==> src/rtl/ifetch_pkg.sv <==
// Shared types and default widths for the instruction-fetch stage.
package ifetch_pkg;

    localparam int XLEN_DEFAULT = 32;
    localparam int ILEN_DEFAULT = 32;

    typedef struct packed {
        logic [XLEN_DEFAULT-1:0] pc;
        logic [ILEN_DEFAULT-1:0] inst;
        logic                    fault;
    } fetch_entry_t;

endpackage

==> src/rtl/fifo_sync.sv <==
// Single-clock FIFO with push/pop/clear, occupancy count and registered head storage.
module fifo_sync #(
    parameter int WIDTH = 8,
    parameter int DEPTH = 2,
    parameter int CW    = $clog2(DEPTH + 1)
) (
    input  logic             clk,
    input  logic             rst,
    input  logic             push,
    input  logic             pop,
    input  logic             clear,
    input  logic [WIDTH-1:0] din,
    output logic [WIDTH-1:0] dout,
    output logic [CW-1:0]    count,
    output logic             full,
    output logic             empty
);
    localparam int AW = (DEPTH > 1) ? $clog2(DEPTH) : 1;

    logic [WIDTH-1:0] mem [DEPTH];
    logic [AW-1:0]    wr_ptr;
    logic [AW-1:0]    rd_ptr;
    logic             do_push;
    logic             do_pop;

    function automatic logic [AW-1:0] next_ptr(input logic [AW-1:0] p);
        return (p == AW'(DEPTH - 1)) ? '0 : p + AW'(1);
    endfunction

    assign full    = (count == CW'(DEPTH));
    assign empty   = (count == '0);
    assign do_pop  = pop & ~empty;
    assign do_push = push & (~full | do_pop);
    assign dout    = mem[rd_ptr];

    // NOTE: state updates use <= so every register here samples pre-edge values.
    // NOTE: storage is cleared on reset as well, so the head reads 0 rather than X.
    always_ff @(posedge clk or posedge rst) begin
        if (rst) begin
            wr_ptr <= '0;
            rd_ptr <= '0;
            count  <= '0;
            for (int i = 0; i < DEPTH; i++) mem[i] <= '0;
        end else if (clear) begin
            wr_ptr <= '0;
            rd_ptr <= '0;
            count  <= '0;
        end else begin
            if (do_push) begin
                mem[wr_ptr] <= din;
                wr_ptr      <= next_ptr(wr_ptr);
            end
            if (do_pop) rd_ptr <= next_ptr(rd_ptr);
            if (do_push && !do_pop)      count <= count + CW'(1);
            else if (!do_push && do_pop) count <= count - CW'(1);
        end
    end

endmodule

==> src/rtl/ifetch_stage.sv <==
// Instruction-fetch stage: credit-limited imem requests, PC/response pairing,
// backpressure buffering and single-cycle flush with in-flight response dropping.
module ifetch_stage
    import ifetch_pkg::*;
#(
    parameter int XLEN  = XLEN_DEFAULT,
    parameter int ILEN  = ILEN_DEFAULT,
    parameter int DEPTH = 2,
    parameter int CW    = $clog2(DEPTH + 1)
) (
    input  logic            clk,
    input  logic            rst,
    input  logic            valid_i,
    output logic            ready_o,
    input  logic [XLEN-1:0] pc_i,
    input  logic            flush_i,
    output logic            imem_req_o,
    output logic [XLEN-1:0] imem_addr_o,
    input  logic            imem_gnt_i,
    input  logic            imem_rvalid_i,
    input  logic [ILEN-1:0] imem_rdata_i,
    input  logic            imem_err_i,
    output logic            valid_o,
    input  logic            ready_i,
    output logic [XLEN-1:0] pc_o,
    output logic [ILEN-1:0] inst_o,
    output logic            fault_o
);
    logic [CW-1:0] inflight, inflight_nxt;
    logic [CW-1:0] drop, drop_nxt;
    logic [CW-1:0] pc_count, res_count;
    logic [CW:0]   occupancy;
    logic          pc_full, pc_empty, res_full, res_empty;
    logic          slot_free, issue, pop, res_push;
    logic [ILEN:0] res_head;

    assign pop       = valid_o & ready_i;
    // Counting the same-cycle pop lets a drained slot be reissued without a bubble.
    assign occupancy = {1'b0, inflight} + {1'b0, res_count} - {{CW{1'b0}}, pop};
    assign slot_free = occupancy < (CW+1)'(DEPTH);

    assign imem_req_o  = valid_i & slot_free & ~flush_i;
    assign imem_addr_o = pc_i;
    assign ready_o     = slot_free & imem_gnt_i & ~flush_i;
    assign issue       = valid_i & ready_o;
    assign res_push    = imem_rvalid_i & (drop == '0) & ~flush_i;

    assign valid_o = ~res_empty & ~flush_i;
    assign inst_o  = res_head[ILEN:1];
    assign fault_o = res_head[0];

    fifo_sync #(.WIDTH(XLEN), .DEPTH(DEPTH), .CW(CW)) u_pc_fifo (
        .clk   (clk),
        .rst   (rst),
        .push  (issue),
        .pop   (pop),
        .clear (flush_i),
        .din   (pc_i),
        .dout  (pc_o),
        .count (pc_count),
        .full  (pc_full),
        .empty (pc_empty)
    );

    fifo_sync #(.WIDTH(ILEN + 1), .DEPTH(DEPTH), .CW(CW)) u_res_fifo (
        .clk   (clk),
        .rst   (rst),
        .push  (res_push),
        .pop   (pop),
        .clear (flush_i),
        .din   ({imem_rdata_i, imem_err_i}),
        .dout  (res_head),
        .count (res_count),
        .full  (res_full),
        .empty (res_empty)
    );

    always_comb begin
        // NOTE: defaults first, so no branch leaves a value unassigned and no latch appears.
        inflight_nxt = inflight;
        drop_nxt     = drop;
        case ({issue, imem_rvalid_i})
            2'b10:   inflight_nxt = inflight + CW'(1);
            2'b01:   inflight_nxt = inflight - CW'(1);
            default: ;
        endcase
        // Every request still outstanding at a flush is stale, including those already being dropped.
        if (flush_i)                            drop_nxt = inflight - CW'(imem_rvalid_i);
        else if (imem_rvalid_i && drop != '0)   drop_nxt = drop - CW'(1);
    end

    always_ff @(posedge clk or posedge rst) begin
        if (rst) begin
            inflight <= '0;
            drop     <= '0;
        end else begin
            inflight <= inflight_nxt;
            drop     <= drop_nxt;
        end
    end

    a_inflight_max:  assert property (@(posedge clk) disable iff (rst) inflight <= CW'(DEPTH));
    a_res_max:       assert property (@(posedge clk) disable iff (rst) res_count <= CW'(DEPTH));
    a_pc_pairing:    assert property (@(posedge clk) disable iff (rst)
        {1'b0, pc_count} == {1'b0, inflight} + {1'b0, res_count} - {1'b0, drop});
    a_rvalid_owed:   assert property (@(posedge clk) disable iff (rst) imem_rvalid_i |-> inflight != '0);
    a_res_no_ovf:    assert property (@(posedge clk) disable iff (rst) !(res_push && res_full && !pop));
    a_pc_no_ovf:     assert property (@(posedge clk) disable iff (rst) !(issue && pc_full && !pop));
    a_pc_no_udf:     assert property (@(posedge clk) disable iff (rst) pop |-> !pc_empty);
    a_valid_stable:  assert property (@(posedge clk) disable iff (rst)
        (valid_o && !ready_i) |=> (valid_o || flush_i));

endmodule

==> config.mk <==
export PLATFORM = sky130hd
export DESIGN_NAME = ifetch_stage
export DESIGN_NICKNAME = d
export VERILOG_FILES = /design/src/rtl/ifetch_pkg.sv /design/src/rtl/fifo_sync.sv /design/src/rtl/ifetch_stage.sv
export SDC_FILE = /design/constraint.sdc
export NUM_CORES = 1
export LEC_CHECK = 0
export BUFFER_PORTS_ARGS = -buffer_cell sky130_fd_sc_hd__buf_4
export CAP_MARGIN = 25
export CORE_UTILIZATION = 50
export DETAILED_ROUTE_END_ITERATION = 12
export GPL_ROUTABILITY_DRIVEN = 0
export MAX_ROUTING_LAYER = met4
export PLACE_DENSITY = 0.81
export SKIP_CTS_REPAIR_TIMING = 1
export SLEW_MARGIN = 20
export SYNTH_ARGS = -nofsm -noshare
export SYNTH_HDL_FRONTEND = slang
export SYNTH_SLANG_ARGS = --single-unit
==> constraint.sdc <==
create_clock -name clk -period 4.7 [get_ports clk]
set_input_delay 0 -clock clk [delete_from_list [all_inputs] [get_ports clk]]
set_output_delay 0 -clock clk [all_outputs]
set_load 0.01 [all_outputs]
# Word level (Yosys, flattened, before mapping)
# Cells that the tools add are included.
dict set report totals {
  reg_bits 142
  in_bits 72
  output_inout_bits 100
}
dict set report op_classes {
  n_addsub 14
  magnitude_cmp 7
  eq_ne 4
  n_mux 33
  bitwise 24
  n_reduce_logical 25
}
# op count
set op_table {}
lappend op_table {{$mux W33} 4}
lappend op_table {{$mux W32} 4}
lappend op_table {{$bwmux W66} 1}
lappend op_table {{$bwmux W64} 1}
lappend op_table {{$demux W33 S1} 1}
lappend op_table {{$demux W32 S1} 1}
lappend op_table {{$mux W2} 8}
lappend op_table {{$reduce_bool A2 Y1} 7}
lappend op_table {{$and A1 B1 Y1} 13}
lappend op_table {{$mux W1} 12}
lappend op_table {{$ge A2 B2 Y1 const B} 4}
lappend op_table {{$not A1 Y2} 4}
lappend op_table {{$sub A2 B1 Y2 const B} 4}
lappend op_table {{$logic_and A1 B1 Y1} 7}
lappend op_table {{$add A2 B1 Y2 const B} 3}
lappend op_table {{$eq A2 B2 Y1 const B} 3}
lappend op_table {{$logic_not A2 Y1} 3}
lappend op_table {{$reduce_bool A3 Y1} 2}
lappend op_table {{$not A1 Y1} 5}
lappend op_table {{$add A1 B1 Y1 const B} 4}
lappend op_table {{$logic_not A1 Y1} 4}
lappend op_table {{$lt A2 B1 Y1 const B} 2}
lappend op_table {{$pmux W2 S2} 1}
lappend op_table {{$reduce_and A2 Y1} 2}
lappend op_table {{6 further kinds} 7}

# Depth between registers and ports, before layout
# Gate-level depths: netlist of the first run.
dict set report logic_depth {
  depth_word 15
  ltp_mapped 15
  mapped_depth_nobuf 13
}

# Cells and area by module
# From an unflattened synthesis of the first run, not the netlist that was laid out.
dict set report hier_totals {
  cells_unflattened 473
  hier_area_um2 6975.4
}
# mod n_inst cells_per_inst area_per_inst_um2
set modules_own_cells {}
lappend modules_own_cells {{fifo_sync (u_res_fifo)} 1 204 3230.6}
lappend modules_own_cells {{fifo_sync (u_pc_fifo)} 1 199 3134.3}
lappend modules_own_cells {ifetch_stage 1 70 610.6}

# Worst setup path after synthesis of the first run
# No wires, ideal clock.
dict set report synth_path {
  path_kind {flip-flop to flip-flop}
  startpoint {reg u_res_fifo.count[0]}
  endpoint {reg u_pc_fifo.mem[41] in the netlist's numbering}
  arrival_ns 3.069
  t_required_ns 4.575
  slack_ns 1.506
  stages_incl_launch_ff 15
  cell_sequence {dfrtp_1 buf_2 o21ba_2 nand2_1 inv_1 ha_1 nand2b_1 fa_1 and4b_1 and2_1 buf_4 inv_2 nor3_4 buf_6 mux2_2}
}
dict set report synth_between {
  elab_chain_cells 11
}
# element line_no
set synth_rtl {}
lappend synth_rtl {{start, declared} fifo_sync.sv:14} ;# output logic [CW-1:0] count,
lappend synth_rtl {{start signal, assigned} fifo_sync.sv:54} ;# if (do_push && !do_pop) count <= count + CW'(1);
lappend synth_rtl {{start signal, assigned} fifo_sync.sv:55} ;# else if (!do_push && do_pop) count <= count - CW'(1);
lappend synth_rtl {{$logic_not A2 Y1 *} fifo_sync.sv:31} ;# assign empty = (count == '0);
lappend synth_rtl {{$not A1 Y1 *} ifetch_stage.sv:48} ;# assign valid_o = ~res_empty & ~flush_i;
lappend synth_rtl {{$and A1 B1 Y1 *} ifetch_stage.sv:48}
lappend synth_rtl {{via valid_o} ifetch_stage.sv:23} ;# output logic valid_o,
lappend synth_rtl {{$and A1 B1 Y1 *} ifetch_stage.sv:37} ;# assign pop = valid_o & ready_i;
lappend synth_rtl {{$sub A3 B1 Y3} ifetch_stage.sv:39} ;# assign occupancy = {1'b0, inflight} + {1'b0, res_count} - {{CW{1'b0}}, pop};
lappend synth_rtl {{$lt A3 B2 Y1} ifetch_stage.sv:40} ;# assign slot_free = occupancy < (CW+1)'(DEPTH);
lappend synth_rtl {{$and A1 B1 Y1 (2 in a row)} ifetch_stage.sv:44} ;# assign ready_o = slot_free & imem_gnt_i & ~flush_i;
lappend synth_rtl {{$and A1 B1 Y1} ifetch_stage.sv:45} ;# assign issue = valid_i & ready_o;
lappend synth_rtl {{$and A1 B1 Y1 *} fifo_sync.sv:33} ;# assign do_push = push & (~full | do_pop);
lappend synth_rtl {{$reduce_and A2 Y1 (no source line) *} -}
lappend synth_rtl {{end signal, assigned by index} fifo_sync.sv:50} ;# mem[wr_ptr] <= din;
lappend synth_rtl {{end, declared} fifo_sync.sv:20} ;# logic [WIDTH-1:0] mem [DEPTH];
# Mark *: on every way through the listed nets, which the timed path passes. The rest lies on a longest branch.
# A chain may end at the register's enable or synchronous reset.

# Worst setup path in the final report of the first run
dict set report layout_path {
  startpoint {reg u_res_fifo.count[0]}
  endpoint {reg u_pc_fifo.mem[53] in the netlist's numbering}
}
dict set report layout_between {
  elab_chain_cells 11
}
# element line_no
set layout_rtl {}
lappend layout_rtl {{$logic_not A2 Y1} fifo_sync.sv:31}
lappend layout_rtl {{$not A1 Y1} ifetch_stage.sv:48}
lappend layout_rtl {{$and A1 B1 Y1} ifetch_stage.sv:48}
lappend layout_rtl {{$and A1 B1 Y1} ifetch_stage.sv:37}
lappend layout_rtl {{$sub A3 B1 Y3} ifetch_stage.sv:39}
lappend layout_rtl {{$lt A3 B2 Y1} ifetch_stage.sv:40}
lappend layout_rtl {{$and A1 B1 Y1 (2 in a row)} ifetch_stage.sv:44}
lappend layout_rtl {{$and A1 B1 Y1} ifetch_stage.sv:45}
lappend layout_rtl {{$and A1 B1 Y1 *} fifo_sync.sv:33}
lappend layout_rtl {{$reduce_and A2 Y1 (no source line) *} -}
# Every way passes the cells marked *; elsewhere a longest branch is shown, timed or not.

==> metrics.md, run 1 <==
| Metric | Value |
|---|---|
| Outcome | `complete, no violations` |
| Post-Synthesis Cells | `474` |
| Setup crit end kind | `flop` |
| Pleak | `4.358 nW` |
| Total GRT Usage | `0.2113` |
| TNS Setup | `0 ns` |
| CP max stage delay | `0.49 ns` |
| DRT Pass-1 Iters | `4` |
| Hold Path Class | `in -> reg` |
| Htree depth | `4` |
| Cell Area, Synth | `6670 µm²` |
| Slew margin rel. | `0.4882` |
| Post-synth ARST share | `1.000` |
| CP Class | `reg -> reg` |
| Layout Skew | `0.006677 ns` |
| RSZ-0062 raised after global routing | `false` |
| Row count | `41` |
| DP Cell Count | `767` |
| Clk network pwr share | `0.250` |
| Total chip power | `4.986 mW` |
| Largest net degree at the start of global routing | `88` |
| Slew at the pin with the worst max-slew slack | `0.7677 ns` |
| Die area | `13810 µm²` |
| Final Hold Fails | `0` |
| Most used DFF post-synth | `dfrtp_1` |
| Design area | `9089 µm²` |
| NetSw | `1.446 mW` |
| IO Pins | `172` |
| DRC viols | `0` |
| Max_cap viols | `0` |
| Data arrival, critical path | `3.87 ns` |
| Final wirelength | `14510 µm` |
| Clock Root Buffer | `clkbuf_16` |
| Initial DRC count | `137` |
| Non-filler cells, final | `867` |
| Vias per Instance | `5.115` |
| Remaining antenna violation count | `0` |
| Clock-pin slew of the registers on the worst-case setup and hold paths | `0.06 ns` |
| Fin crit share | `0.7583` |
| Total CTS buffers | `17` |
| Synth Register Bits | `142` |
| Area Growth Syn to Fin | `36.26%` |
| # nets final | `761` |
| Synth top area cells | `dfrtp_1 53%, mux2_2 32%, buf_4 4.1%` |
| Multi-input gate area | `2695 µm²` |
| Fmax achieved | `280.6 MHz` |
| Core area | `12820 µm²` |
| Buffers and inverters on the worst path | `3` |
| Power Density | `548.6 nW/µm²` |
| Worst skew pair latency | `0.42 ns` |
| Worst IR Drop VDD | `0.0003506 V` |
| Vias in the first global route | `4433` |
| Sequential-to-total area share from yosys stat | `0.5327` |
| # port buffers | `171` |
| Layout cells sized above 1 | `0.5755` |
| Sequential share of power | `0.392` |
| Switching Share | `0.2900` |
| FILL cells | `876` |
| Post-synth EDFFs | `0` |
| Combinational share of power | `0.358` |
| Die Y | `117.5 µm` |
| Worst setup SP type | `flop` |
| Yosys top cell by area | `dfrtp_1` |
| Slew Viols, Final | `0` |
| Worst path slowest cell | `fa_1` |
| Sink Count | `142` |
| Crit Path Max Fanout | `32` |
| First-pass GRT wire length | `22270 µm` |
| P_int | `3.540 mW` |
| Yosys cell types | `38` |
| Initial Util | `0.5201` |
| Syn Area/Cell | `14.07 µm²` |
| Cell Area, Placed | `7846 µm²` |
| Post-DP HPWL | `9001 µm` |
| CTS tree | `built` |
| Commonest non-fill, non-tap cell in the layout | `mux2_2` |
| Placement Setup Slack | `1.156 ns` |
| Synth top area share | `0.5327` |
| Via count | `4435` |
| WL/cell | `16.73 µm` |
| Final setup violation count | `0` |
| Antenna Cells | `0` |
| Die boundary width | `117.5 µm` |
| Grt ovf | `0` |
| Seq. cell area | `3553 µm²` |
| Cell-by-cell trace of the critical path | `o21ba_2 > nand2_1 > inv_1 > ha_1 > nand2b_1 > fa_1 > and4b_1 > and2_1 > inv_2 > nor3_4 > buf_4 > mux2_2` |
| Final min period | `3.564 ns` |
| Final hold slack | `0.1512 ns` |
| WP data required | `5.00 ns` |
| Total nets after synthesis | `552` |
| Most frequent cells in the layout | `188 x mux2_2, 178 x buf_4, 142 x dfrtp_1` |
| Yosys warning count | `0` |
| Initial antenna violation count | `0` |
| Setup slack after layout | `1.136 ns` |
| Delay-heaviest family, CP | `simple AND/OR/NAND/NOR gates` |
| Final core occ | `0.7087` |
| Max clock buf depth | `2` |
[kinds of logic (layout without fill, tap and decap cells)]
family / Yosys count / count (layout) / share of synthesized area
compound gates: 18 / 18 / 0.01670
xor+xnor: 8 / 8 / 0.01050
fa+ha+maj: 6 / 6 / 0.01238
buf+inv: 68 / 289 / 0.06453
flops: 142 / 142 / 0.5327
mux: 195 / 195 / 0.3292
simple gates: 37 / 37 / 0.03395
[metal layers]
metal	global-route usage	up-vias	wire, µm
li1	-	2059	-
met1	0.2527	2206	6442
met2	0.3299	156	6945
met3	0.07800	14	966
met4	0.07212	0	155
met5	-	-	0
[tightest hold or removal path: stages]
cell and delay, ns:
buf_4 0.08, and4b_1 0.19, nand3_1 0.08, o21ai_0 0.07
o311ai_0 0.10
[area by class of cell]
class                           count  area share
Tap cell                          172     0.02368
Inverter                           11    0.005094
Clock buffer                       21     0.05066
Multi-Input combinational cell    264      0.2965
Clock inverter                     10     0.01005
Timing Repair Buffer              247      0.2230
Sequential cell                   142      0.3910
[synth_stat cells, types with 2 or more instances]
master	n
mux2_2	188
dfrtp_1	142
buf_4	36
inv_1	10
buf_2	8
mux2_1	7
nor2_1	7
o21ai_0	7
clkbuf_1	6
ha_1	5
nand2b_1	5
a21oi_1	4
buf_6	4
nand2_1	4
xnor2_1	4
xor2_1	4
a211oi_1	3
and2_1	3
buf_1	3
nand3_1	3
nand4_1	2
nor2b_1	2
nor3_1	2
[sequential cells by signal, indices dropped and copies added (netlist names)]
register and flops:
drop 2, inflight 2, u_pc_fifo.count 2, u_pc_fifo.mem 64, u_pc_fifo.rd_ptr 1, u_pc_fifo.wr_ptr 1, u_res_fifo.count 2, u_res_fifo.mem 66
u_res_fifo.rd_ptr 1, u_res_fifo.wr_ptr 1
[path summary, 6_finish.rpt]
kind | slack [ns] | end | from | cells past startpoint
setup / recovery | 1.14 | u_pc_fifo.mem[53] | u_res_fifo.count[0] | 12
hold / removal | 0.15 | u_pc_fifo.count[1] | imem_gnt_i | 5
setup reg to reg | 1.14 | u_pc_fifo.mem[53] | u_res_fifo.count[0] | 12
hold reg to reg | 0.48 | u_pc_fifo.mem[58] | u_pc_fifo.mem[58] | 1
max in group asynchronous | 3.17 | inflight[1] | rst | 4
min in group asynchronous | 0.32 | u_pc_fifo.mem[63] | rst | 3
[power groups by stage]
stage	logic [mW]	registers (mW)	clock network, mW
2_1_floorplan	1.10	1.88	0
3_3_place_gp	1.67	1.92	0
3_5_place_dp	1.73	1.97	0
4_1_cts	1.74	1.95	1.27
5_1_grt	1.93	2.01	1.32
6_report	1.78	1.95	1.25
Power figures use the tool's default switching activity.
==> inputs of run 2 (changes only) <==
clock period = 3.75 ns   (was 4.7 ns; I/O delays follow)
==> metrics.md, run 2 (synthesis gave the netlist of run 1 again) <==
| Metric | Value |
|---|---|
| Outcome | `complete, but fails checks` |
| Failing checks | `hold timing` |
| Most frequent cells in the layout | `188 x mux2_2, 177 x buf_4, 142 x dfrtp_1` |
| Top flop regs | `u_res_fifo.mem: 66 flops, u_pc_fifo.mem: 64 flops` |
| Fin crit share | `0.9098` |
| GR Util met2 | `0.3536` |
| Power Density | `700.1 nW/µm²` |
| TNS Setup | `0 ns` |
| Final hold slack | `-0.008368 ns` |
| Vias per Instance | `5.136` |
| Final setup violation count | `0` |
| Sequential share of power | `0.383` |
| Slew at the pin with the worst max-slew slack | `0.5864 ns` |
| DRT Pass-1 Iters | `4` |
| Clock Root Buffer | `clkbuf_16` |
| Fmax achieved | `293.1 MHz` |
| IO Pins | `172` |
| FILL cells | `860` |
| Switching Share | `0.2810` |
| Cell-by-cell trace of the critical path | `o21ba_2 > nand2_1 > inv_1 > ha_1 > nand2b_1 > fa_1 > and4b_1 > and2_1 > inv_2 > nor3_4 > buf_12 > mux2_2` |
| CTS tree | `built` |
| First-pass GRT wire length | `22240 µm` |
| Worst IR Drop VDD | `0.0005109 V` |
| WP data required | `4.04 ns` |
| Die Y | `117.5 µm` |
| Remaining antenna violation count | `0` |
| DRC viols | `0` |
| Slew margin rel. | `0.6090` |
| Clock-pin slew of the registers on the worst-case setup and hold paths | `0.06 ns` |
| Total CTS buffers | `17` |
| Initial Util | `0.5201` |
| Layout Skew | `0.008836 ns` |
| Final Hold Fails | `1` |
| Worst path slowest cell | `fa_1` |
| CP max stage delay | `0.50 ns` |
| # nets final | `762` |
| WL/cell | `17.07 µm` |
| Cell Area, Placed | `7878 µm²` |
| Area Growth Syn to Fin | `37.59%` |
| Clk network pwr share | `0.267` |
| Pleak | `4.399 nW` |
| M3 GR Usage | `0.06831` |
| Hold Path Class | `in -> reg` |
| P_int | `4.620 mW` |
| Die boundary width | `117.5 µm` |
| Sink Count | `142` |
| RSZ-0062 raised after global routing | `false` |
| Total GRT Usage | `0.2116` |
| Commonest non-fill, non-tap cell in the layout | `mux2_2` |
| CP Class | `reg -> reg` |
| Initial antenna violation count | `0` |
| Worst skew pair latency | `0.42 ns` |
| Max_cap viols | `0` |
| Top reg by flops | `u_res_fifo.mem` |
| Max clock buf depth | `2` |
| NetSw | `1.806 mW` |
| Final min period | `3.412 ns` |
| Placement Setup Slack | `0.3746 ns` |
| Layout cells sized above 1 | `0.5739` |
| Largest net degree at the start of global routing | `73` |
| Die area | `13810 µm²` |
| Post-DP HPWL | `9023 µm` |
| # port buffers | `171` |
| Antenna Cells | `0` |
| Met1 Usage GRT | `0.2361` |
| Row count | `41` |
| Combinational share of power | `0.351` |
| Crit Path Max Fanout | `32` |
| Via count | `4463` |
| Worst setup SP type | `flop` |
| Vias in the first global route | `4570` |
| Data arrival, critical path | `3.71 ns` |
| Core area | `12820 µm²` |
| Final wirelength | `14840 µm` |
| Design area | `9178 µm²` |
| Initial DRC count | `225` |
| Slew Viols, Final | `0` |
| Most Used Layer, Global Route | `met2` |
| Htree depth | `4` |
| Max reg flops | `66` |
| Setup slack after layout | `0.3383 ns` |
| Setup crit end kind | `flop` |
| Grt ovf | `0` |
[run 2: worst max-delay path: cells and delay by family, from the launching register on]
kind | cells | cell delay [ns]
compound gates | 1 | 0.27
fa+ha+maj | 2 | 0.76
buf+inv | 3 | 0.42
flops | 1 | 0.46
mux | 1 | 0.37
simple gates | 5 | 1.00
[run 2: metrics by stage]
step                cells    util  hold slack (ns)  power (mW)
finish                869  0.7156        -0.008368       6.425
global route          869  0.7156          0.04067       6.750
floorplan             474       -          0.09177       3.731
CTS                   800  0.6614          -0.3822       6.378
global placement      768  0.6142          0.06424       4.502
detailed placement    768  0.6142          0.07007       4.634
[run 2: power groups by stage]
stage	clock, mW	combinational (mW)	sequential [mW]
3_5_place_dp	0	2.15	2.48
3_3_place_gp	0	2.09	2.42
5_1_grt	1.81	2.42	2.52
6_report	1.71	2.25	2.46
2_1_floorplan	0	1.38	2.35
4_1_cts	1.74	2.18	2.46
[run 2: worst paths after layout]
| kind | from | to | slack, ns | cells after the start |
|---|---|---|---|---|
| setup / recovery | u_res_fifo.count[0] | u_pc_fifo.mem[57] | 0.34 | 12 |
| hold / removal | ready_i | u_res_fifo.count[0] | -0.008 | 3 |
| setup reg to reg | u_res_fifo.count[0] | u_pc_fifo.mem[57] | 0.34 | 12 |
| hold reg to reg | u_pc_fifo.mem[42] | u_pc_fifo.mem[42] | 0.48 | 1 |
| max in group asynchronous | rst | u_pc_fifo.mem[25] | 2.60 | 4 |
| min in group asynchronous | rst | u_res_fifo.mem[40] | 0.19 | 3 |
[run 2: area by class of cell]
class	count	area [µm²]	area share
Multi-Input combinational cell	264	2695	0.2937
Timing Repair Buffer	248	2064	0.2249
Tap cell	172	215.2	0.02345
Inverter	11	45.04	0.004908
Sequential cell	142	3553	0.3872
Clock buffer	26	499.2	0.05440
Clock inverter	6	105.1	0.01145
[run 2: layer usage]
layer | vias up | wire length [µm] | part of all wire
met2 | 150 | 7620 | 0.51
li1 | 2066 | - | -
met3 | 19 | 944 | 0.064
met5 | - | 0 | 0
met4 | 0 | 179 | 0.012
met1 | 2228 | 6093 | 0.41
